==> src/rtl/trans_seq_pkg.sv <==
// trans_seq_pkg: shared FSM states, beat geometry and strobe/beat helpers for trans_buf_sequencer.
//  seq_state_e  IDLE/TX/RX/DONE
//  BEAT_BYTES   bytes per 64-bit beat
//  beats_calc   number of beats touched by a burst (offs, len-1)
//  strb_first   byte strobe of the first beat
//  strb_last    byte strobe of the last beat from its end byte index
package trans_seq_pkg;
   typedef enum logic [1:0] {IDLE, TX, RX, DONE} seq_state_e;
   localparam int BEAT_BYTES = 8;
   function automatic logic [32:0] beats_calc(input logic [2:0] offs, input logic [31:0] len);
      return (({30'd0, offs} + {1'b0, len}) >> $clog2(BEAT_BYTES)) + 33'd1;
   endfunction
   function automatic logic [7:0] strb_first(input logic [2:0] offs);
      return 8'hFF << offs;
   endfunction
   function automatic logic [7:0] strb_last(input logic [2:0] e);
      return 8'hFF >> (3'd7 - e);
   endfunction
endpackage

==> src/rtl/trans_buf_sequencer_if.sv <==
// trans_buf_sequencer_if: command, TX/RX buffer and ext-bus handshake bundle of the sequencer.
//  slave modport  : sequencer view (cmd_*_i, tx_pop_gnt_i, ext_tx_ready_i, ext_rx_valid_i, rx_push_gnt_i in)
//  master modport : environment view (command source, buffers and ext bus)
//  TRANS_SEQ_STALL_CNT_EN adds stall_cnt_o.
interface trans_buf_sequencer_if #(parameter int LEN_WIDTH = 16);
   logic                 cmd_req_i;
   logic                 cmd_gnt_o;
   logic                 cmd_rx_i;
   logic [LEN_WIDTH-1:0] cmd_len_i;
   logic [2:0]           cmd_offs_i;
   logic                 tx_pop_req_o;
   logic                 tx_pop_gnt_i;
   logic                 ext_tx_valid_o;
   logic                 ext_tx_ready_i;
   logic [7:0]           ext_tx_strb_o;
   logic                 ext_tx_last_o;
   logic                 ext_rx_valid_i;
   logic                 ext_rx_ready_o;
   logic                 rx_push_req_o;
   logic                 rx_push_gnt_i;
   logic [7:0]           rx_push_strb_o;
   logic                 busy_o;
   logic                 done_o;
`ifdef TRANS_SEQ_STALL_CNT_EN
   logic [31:0]          stall_cnt_o;
`endif
   modport slave (
      input  cmd_req_i, cmd_rx_i, cmd_len_i, cmd_offs_i, tx_pop_gnt_i, ext_tx_ready_i,
             ext_rx_valid_i, rx_push_gnt_i,
      output cmd_gnt_o, tx_pop_req_o, ext_tx_valid_o, ext_tx_strb_o, ext_tx_last_o,
             ext_rx_ready_o, rx_push_req_o, rx_push_strb_o, busy_o, done_o
`ifdef TRANS_SEQ_STALL_CNT_EN
      , output stall_cnt_o
`endif
   );
   modport master (
      output cmd_req_i, cmd_rx_i, cmd_len_i, cmd_offs_i, tx_pop_gnt_i, ext_tx_ready_i,
             ext_rx_valid_i, rx_push_gnt_i,
      input  cmd_gnt_o, tx_pop_req_o, ext_tx_valid_o, ext_tx_strb_o, ext_tx_last_o,
             ext_rx_ready_o, rx_push_req_o, rx_push_strb_o, busy_o, done_o
`ifdef TRANS_SEQ_STALL_CNT_EN
      , input stall_cnt_o
`endif
   );
endinterface

==> src/rtl/trans_strb_gen.sv <==
// trans_strb_gen: byte strobe of the current beat from first/last flags, shared by TX and RX.
//  i_first, i_last          current beat is first / last
//  i_first_strb, i_last_strb latched edge strobes
//  o_strb                   resulting byte strobe
module trans_strb_gen (
   input  logic       i_first,
   input  logic       i_last,
   input  logic [7:0] i_first_strb,
   input  logic [7:0] i_last_strb,
   output logic [7:0] o_strb
);
   assign o_strb = (i_first ? i_first_strb : 8'hFF) & (i_last ? i_last_strb : 8'hFF);
endmodule

==> src/rtl/trans_buf_sequencer.sv <==
// trans_buf_sequencer: splits one ext-side burst into 64-bit beats and gates TX pop / RX push handshakes.
//  clk_i, rst_i  clock, synchronous active-high reset
//  bus           trans_buf_sequencer_if.slave (command, TX buffer pop, ext TX/RX, RX buffer push, status)
//  TRANS_SEQ_STALL_CNT_EN adds bus.stall_cnt_o, the count of active cycles without a completed beat.
module trans_buf_sequencer
   import trans_seq_pkg::*;
#(
   parameter int LEN_WIDTH  = 16,
   parameter int BEAT_WIDTH = 13
) (
   input  logic                  clk_i,
   input  logic                  rst_i,
   trans_buf_sequencer_if.slave  bus
);
   // the counter must hold 2^(LEN_WIDTH-3)+1 beats, so never narrower than LEN_WIDTH-2
   localparam int CW = (BEAT_WIDTH > LEN_WIDTH - 2) ? BEAT_WIDTH : LEN_WIDTH - 2;
   seq_state_e    r_state, w_next;
   logic [CW-1:0] r_beats;
   logic          r_first;
   logic [7:0]    r_fstrb, r_lstrb;
   logic [7:0]    w_strb;
   logic [2:0]    w_end;
   logic          w_tx, w_rx, w_last, w_beat, w_accept;
   assign w_tx     = r_state == TX;
   assign w_rx     = r_state == RX;
   assign w_last   = r_beats == CW'(1);
   assign w_end    = bus.cmd_offs_i + bus.cmd_len_i[2:0];
   assign w_accept = bus.cmd_req_i & bus.cmd_gnt_o;
   trans_strb_gen u_strb (
      .i_first      (r_first),
      .i_last       (w_last),
      .i_first_strb (r_fstrb),
      .i_last_strb  (r_lstrb),
      .o_strb       (w_strb)
   );
   // pure gating: a beat completes in the same cycle both sides handshake
   assign bus.ext_tx_valid_o = w_tx & bus.tx_pop_gnt_i;
   assign bus.tx_pop_req_o   = bus.ext_tx_valid_o & bus.ext_tx_ready_i;
   assign bus.ext_tx_strb_o  = w_tx ? w_strb : 8'h00;
   assign bus.ext_tx_last_o  = w_tx & w_last;
   assign bus.ext_rx_ready_o = w_rx & bus.rx_push_gnt_i;
   assign bus.rx_push_req_o  = w_rx & bus.ext_rx_valid_i & bus.rx_push_gnt_i;
   assign bus.rx_push_strb_o = w_rx ? w_strb : 8'h00;
   assign bus.cmd_gnt_o      = r_state == IDLE;
   assign bus.busy_o         = r_state != IDLE;
   assign bus.done_o         = r_state == DONE;
   assign w_beat             = bus.tx_pop_req_o | bus.rx_push_req_o;
   always_comb begin
      w_next = r_state;
      case (r_state)
         IDLE:    w_next = w_accept ? (bus.cmd_rx_i ? RX : TX) : IDLE;
         TX, RX:  w_next = (w_beat && w_last) ? DONE : r_state;
         default: w_next = IDLE;
      endcase
   end
   always_ff @(posedge clk_i) begin
      if (rst_i) begin
         r_state <= IDLE;
         r_beats <= '0;
         r_first <= 1'b0;
         r_fstrb <= 8'h00;
         r_lstrb <= 8'h00;
      end else begin
         r_state <= w_next;
         if (w_accept) begin
            r_beats <= CW'(beats_calc(bus.cmd_offs_i, 32'(bus.cmd_len_i)));
            r_first <= 1'b1;
            r_fstrb <= strb_first(bus.cmd_offs_i);
            r_lstrb <= strb_last(w_end);
         end else if (w_beat) begin
            r_beats <= r_beats - CW'(1);
            r_first <= 1'b0;
         end
      end
   end
`ifdef TRANS_SEQ_STALL_CNT_EN
   logic [31:0] r_stall;
   assign bus.stall_cnt_o = r_stall;
   always_ff @(posedge clk_i) begin
      if (rst_i || w_accept)
         r_stall <= '0;
      else if ((w_tx || w_rx) && !w_beat && r_stall != '1)
         r_stall <= r_stall + 32'd1;
   end
`endif
endmodule
==> src/flat_wrapper.sv <==
// flat-port wrapper written by rule: the top's interface ports become plain ports
module trans_buf_sequencer_flat import trans_seq_pkg::*;
#(
   parameter int LEN_WIDTH  = 16,
   parameter int BEAT_WIDTH = 13
)
  (clk_i, rst_i, bus_cmd_req_i, bus_cmd_rx_i, bus_cmd_len_i, bus_cmd_offs_i, bus_tx_pop_gnt_i, bus_ext_tx_ready_i, bus_ext_rx_valid_i, bus_rx_push_gnt_i, bus_cmd_gnt_o, bus_tx_pop_req_o, bus_ext_tx_valid_o, bus_ext_tx_strb_o, bus_ext_tx_last_o, bus_ext_rx_ready_o, bus_rx_push_req_o, bus_rx_push_strb_o, bus_busy_o, bus_done_o);
  trans_buf_sequencer_if #(.LEN_WIDTH(LEN_WIDTH)) bus_i ();
  input  logic clk_i;
  input  logic rst_i;
  input wire logic [$bits(bus_i.cmd_req_i)-1:0] bus_cmd_req_i;
  input wire logic [$bits(bus_i.cmd_rx_i)-1:0] bus_cmd_rx_i;
  input wire logic [$bits(bus_i.cmd_len_i)-1:0] bus_cmd_len_i;
  input wire logic [$bits(bus_i.cmd_offs_i)-1:0] bus_cmd_offs_i;
  input wire logic [$bits(bus_i.tx_pop_gnt_i)-1:0] bus_tx_pop_gnt_i;
  input wire logic [$bits(bus_i.ext_tx_ready_i)-1:0] bus_ext_tx_ready_i;
  input wire logic [$bits(bus_i.ext_rx_valid_i)-1:0] bus_ext_rx_valid_i;
  input wire logic [$bits(bus_i.rx_push_gnt_i)-1:0] bus_rx_push_gnt_i;
  output wire logic [$bits(bus_i.cmd_gnt_o)-1:0] bus_cmd_gnt_o;
  output wire logic [$bits(bus_i.tx_pop_req_o)-1:0] bus_tx_pop_req_o;
  output wire logic [$bits(bus_i.ext_tx_valid_o)-1:0] bus_ext_tx_valid_o;
  output wire logic [$bits(bus_i.ext_tx_strb_o)-1:0] bus_ext_tx_strb_o;
  output wire logic [$bits(bus_i.ext_tx_last_o)-1:0] bus_ext_tx_last_o;
  output wire logic [$bits(bus_i.ext_rx_ready_o)-1:0] bus_ext_rx_ready_o;
  output wire logic [$bits(bus_i.rx_push_req_o)-1:0] bus_rx_push_req_o;
  output wire logic [$bits(bus_i.rx_push_strb_o)-1:0] bus_rx_push_strb_o;
  output wire logic [$bits(bus_i.busy_o)-1:0] bus_busy_o;
  output wire logic [$bits(bus_i.done_o)-1:0] bus_done_o;
  assign bus_i.cmd_req_i = bus_cmd_req_i;
  assign bus_i.cmd_rx_i = bus_cmd_rx_i;
  assign bus_i.cmd_len_i = bus_cmd_len_i;
  assign bus_i.cmd_offs_i = bus_cmd_offs_i;
  assign bus_i.tx_pop_gnt_i = bus_tx_pop_gnt_i;
  assign bus_i.ext_tx_ready_i = bus_ext_tx_ready_i;
  assign bus_i.ext_rx_valid_i = bus_ext_rx_valid_i;
  assign bus_i.rx_push_gnt_i = bus_rx_push_gnt_i;
  assign bus_cmd_gnt_o = bus_i.cmd_gnt_o;
  assign bus_tx_pop_req_o = bus_i.tx_pop_req_o;
  assign bus_ext_tx_valid_o = bus_i.ext_tx_valid_o;
  assign bus_ext_tx_strb_o = bus_i.ext_tx_strb_o;
  assign bus_ext_tx_last_o = bus_i.ext_tx_last_o;
  assign bus_ext_rx_ready_o = bus_i.ext_rx_ready_o;
  assign bus_rx_push_req_o = bus_i.rx_push_req_o;
  assign bus_rx_push_strb_o = bus_i.rx_push_strb_o;
  assign bus_busy_o = bus_i.busy_o;
  assign bus_done_o = bus_i.done_o;
  trans_buf_sequencer #(.LEN_WIDTH(LEN_WIDTH), .BEAT_WIDTH(BEAT_WIDTH)) u_core (.clk_i(clk_i), .rst_i(rst_i), .bus(bus_i));
endmodule
==> config.mk <==
export PLATFORM = sky130hd
export DESIGN_NAME = trans_buf_sequencer_flat
export DESIGN_NICKNAME = d
export VERILOG_FILES = /design/src/rtl/trans_seq_pkg.sv /design/src/rtl/trans_buf_sequencer_if.sv /design/src/rtl/trans_strb_gen.sv /design/src/rtl/trans_buf_sequencer.sv /design/src/flat_wrapper.sv
export SDC_FILE = /design/constraint.sdc
export NUM_CORES = 1
export LEC_CHECK = 0
export BUFFER_PORTS_ARGS = -buffer_cell sky130_fd_sc_hd__buf_2
export CAP_MARGIN = 20
export CORE_MARGIN = 4
export CORE_UTILIZATION = 40
export DETAILED_ROUTE_END_ITERATION = 10
export GPL_TIMING_DRIVEN = 0
export SLEW_MARGIN = 10
export SYNTH_ARGS = -nofsm -noshare
export SYNTH_HDL_FRONTEND = slang
export SYNTH_SLANG_ARGS = --single-unit
==> constraint.sdc <==
create_clock -name clk_i -period 3.1 [get_ports clk_i]
set_input_delay 0.155 -clock clk_i [delete_from_list [all_inputs] [get_ports clk_i]]
set_output_delay 0.155 -clock clk_i [all_outputs]
set_load 0.02 [all_outputs]
==> results.toml <==
[worst_setup_path]
worstPathArrival_ns = 3.09
critPathKind = "primary input to flip-flop"
worstPathMaxFanout = 8
end_kind = "flip-flop"
cp.required_ns = 3.29
startpoint_type = "primary input"

[final_layout]
seq_area_sq_um = 641
drive_above_1_share_pct = 22.0
utilization_pct = 49.6
area_delta_synth_final_pct = 18.2
diodes = 0
multi_input_area_sq_um = 1770
nFillCells = 633
nets = 416

[placed_design]
gp_congestion = 0.811
port_buffers = 46
post-place-ws_ns = -0.380
dp_hpwl_mm = 5.16

[synthesis]
postSynthAreaPerCell_sq_um = 7.85
postSynthCellCount = 324
yosys_warnings = 0
ys_top_cells_by_area = "dfxtp_1 25%, nor2_1 8.9%, xnor2_1 6.9%, ha_1 5.4%, a211oi_1 3.5%"
syn_area_sq_um = 2540
ys_types = 67
synthTopCellsByCount = "60 x nor2_1, 32 x dfxtp_1, 20 x nand2_1, 20 x xnor2_1"
syn_nets = 363
synth-seq-area-share_pct = 25.2
async_flop_share_pct = 0
synth_ff_type = "dfxtp_1"
synth.most_common_cell = "nor2_1"
synth_seq_cells = 32
synth_edf_count = 0
netlist.area_leader.share_pct = 25.2
yosys.area.top_type = "dfxtp_1"

[pwr]
combPwrFrac_pct = 45.9
p_clk_share_pct = 20.9
sw_frac_of_total_pct = 41.3
p_switching_mw = 0.776
vdd_drop_max_mv = 0.350
internal_power_mw = 1.10
leakage_nw = 1.23
seqPwrFrac_pct = 33.2
p_per_area_nw_per_um2 = 625

[timing]
period_needed_ns = 2.90
holdWs_ns = 0.157
rsz0062_at_grt = "false"
finalCritPeriodShare_pct = 93.5
setup_violations = 0
drv_slew = 0
hold_viol_final = 0
max_freq_ghz = 0.345
finalClockSkew_ns = 0.00541
worst_slack_ns = 0.201
tns_ns = 0
relSlewSlack_pct = 63.9
worst_slew_pin_slew_ns = 0.541

[hold_path]
hold_path.class = "primary input to flip-flop"

[routing]
avgViaCountPerCell = 5.35
drt_first_pass_iters = 4
ant_nets = 0
remaining_drc_errors = 0
wire_per_inst_microns = 14.8
routed-via-count = 2423
wl_mm = 6.72
drtIter0Drc = 141

[run_status]
status = "finished, final reports clean"

[grt]
grt_pass1_wl_mm = 10.8
overflow = 0
grt_pass1_vias = 2217
grt_max_degree = 11
antenna_found_initial = 0
grt_usage_pct = 17.7

[job]
maxCapViolCount = 0

[clocking]
numCtsBuffers = 5
cts.sinks = 32
cts_root_buffer = "clkbuf_8"
cts.clk_slew.worst_paths_ns = 0.07
cts_buffer_depth = 2
clk_latency_ns = 0.28
cts_tree = "done"
htree_levels = 2
postCtsSetupRepairBufs = 0

[floorplan]
ioPinCount = 51
fp.coreArea_sq_um = 6060
start_util_pct = 42.0
rows = 28
chipWidth_microns = 87.7
dieArea_sq_um = 7700
die_h_microns = 87.7
## what timing repair did
action / in CTS / in global routing
resized for setup: 1 / 5
setup endpoints to repair: 2 / 2
pin swaps: 0 / 0
hold buffers: 0 / 0
## power by group through the flow
stage          Clock (mW)  Sequential (mW)  Combinational, mW
6_report            0.393            0.623              0.863
4_1_cts             0.399            0.622              0.860
5_1_grt             0.422            0.640              0.965
3_3_place_gp            0            0.627              0.842
3_5_place_dp            0            0.631              0.851
2_1_floorplan           0            0.610              0.632
## path summary, 6_finish.rpt
kind | startpoint | endpoint | slack, ns | cells after the start
setup / recovery | bus_cmd_offs_i[1] | u_core.r_beats[10] | 0.20 | 13
hold / removal | rst_i | u_core.r_beats[10] | 0.16 | 2
setup reg to reg | u_core.r_state[1] | u_core.r_beats[11] | 0.64 | 9
hold reg to reg | u_core.r_lstrb[4] | u_core.r_lstrb[4] | 0.46 | 2
## placed cells by master (no fill, tap or decap), types with 3 or more instances in the layout
master | Yosys | routed
and3_1 | 3 | 3
nand4b_1 | 3 | 3
nor4_1 | 7 | 7
buf_2 | 0 | 46
nor2_1 | 60 | 60
or3_1 | 3 | 3
clkbuf_1 | 7 | 8
and2_1 | 5 | 5
nor3_1 | 6 | 6
nand2_1 | 20 | 20
nand3_1 | 10 | 10
clkbuf_8 | 0 | 5
xor2_1 | 10 | 10
a211oi_1 | 12 | 12
o21ai_1 | 3 | 3
nand2b_1 | 3 | 3
o21ai_0 | 7 | 7
buf_4 | 3 | 3
ha_1 | 11 | 11
o22ai_1 | 9 | 8
dfxtp_1 | 32 | 32
buf_6 | 4 | 4
o211ai_1 | 5 | 5
a21oi_1 | 14 | 14
xnor2_1 | 20 | 20
inv_1 | 14 | 14
## worst max-delay path, stage by stage
cell and delay [ns]:
buf_2 0.18, inv_1 0.11, ha_1 0.35, a211oi_4 0.09, nor2_1 0.40, nor2_1 0.14
nor2_1 0.21, ha_1 0.26, nand3_1 0.15, o22ai_4 0.27, nand3_2 0.16, or4_1 0.53
o311ai_1 0.09
## flip-flops by register name (all words and copies together) (netlist names)
name,cells
u_core.r_beats,14
u_core.r_first,1
u_core.r_fstrb,7
u_core.r_lstrb,8
u_core.r_state,2
## final cells by class
cell class / instances / area share, %
multi-input cells: 261 / 59.0
inverters: 15 / 1.87
clock buffers: 6 / 2.41
flip-flops and latches: 32 / 21.3
well taps: 75 / 3.12
clock inverters: 2 / 1.17
plain buffers: 16 / 3.50
repair buffers: 46 / 7.66
## layer usage
layer / GRT usage, % / wire length [microns]
met1: 24.4 / 3230
met2: 28.7 / 3110
met3: 1.98 / 308
met4: 5.72 / 75
met5: 0 / 0
## metrics by stage
stage | instances | power [mW] | instance area, sq um
global route | 453 | 2.03 | 3010
global placement | 445 | 1.47 | 2870
floorplan | 324 | 1.24 | 2540
finish | 453 | 1.88 | 3010
detailed placement | 445 | 1.48 | 2870
CTS | 453 | 1.88 | 2980
## logic make-up after synthesis
family / after synthesis / share of synthesized area (%)
compound gates: 73 / 20.9
fa+ha+maj: 12 / 6.20
simple gates: 146 / 31.0
xor+xnor: 30 / 10.3
buf+inv: 31 / 6.35
flops: 32 / 25.2
(Power assumes the default switching activity.)
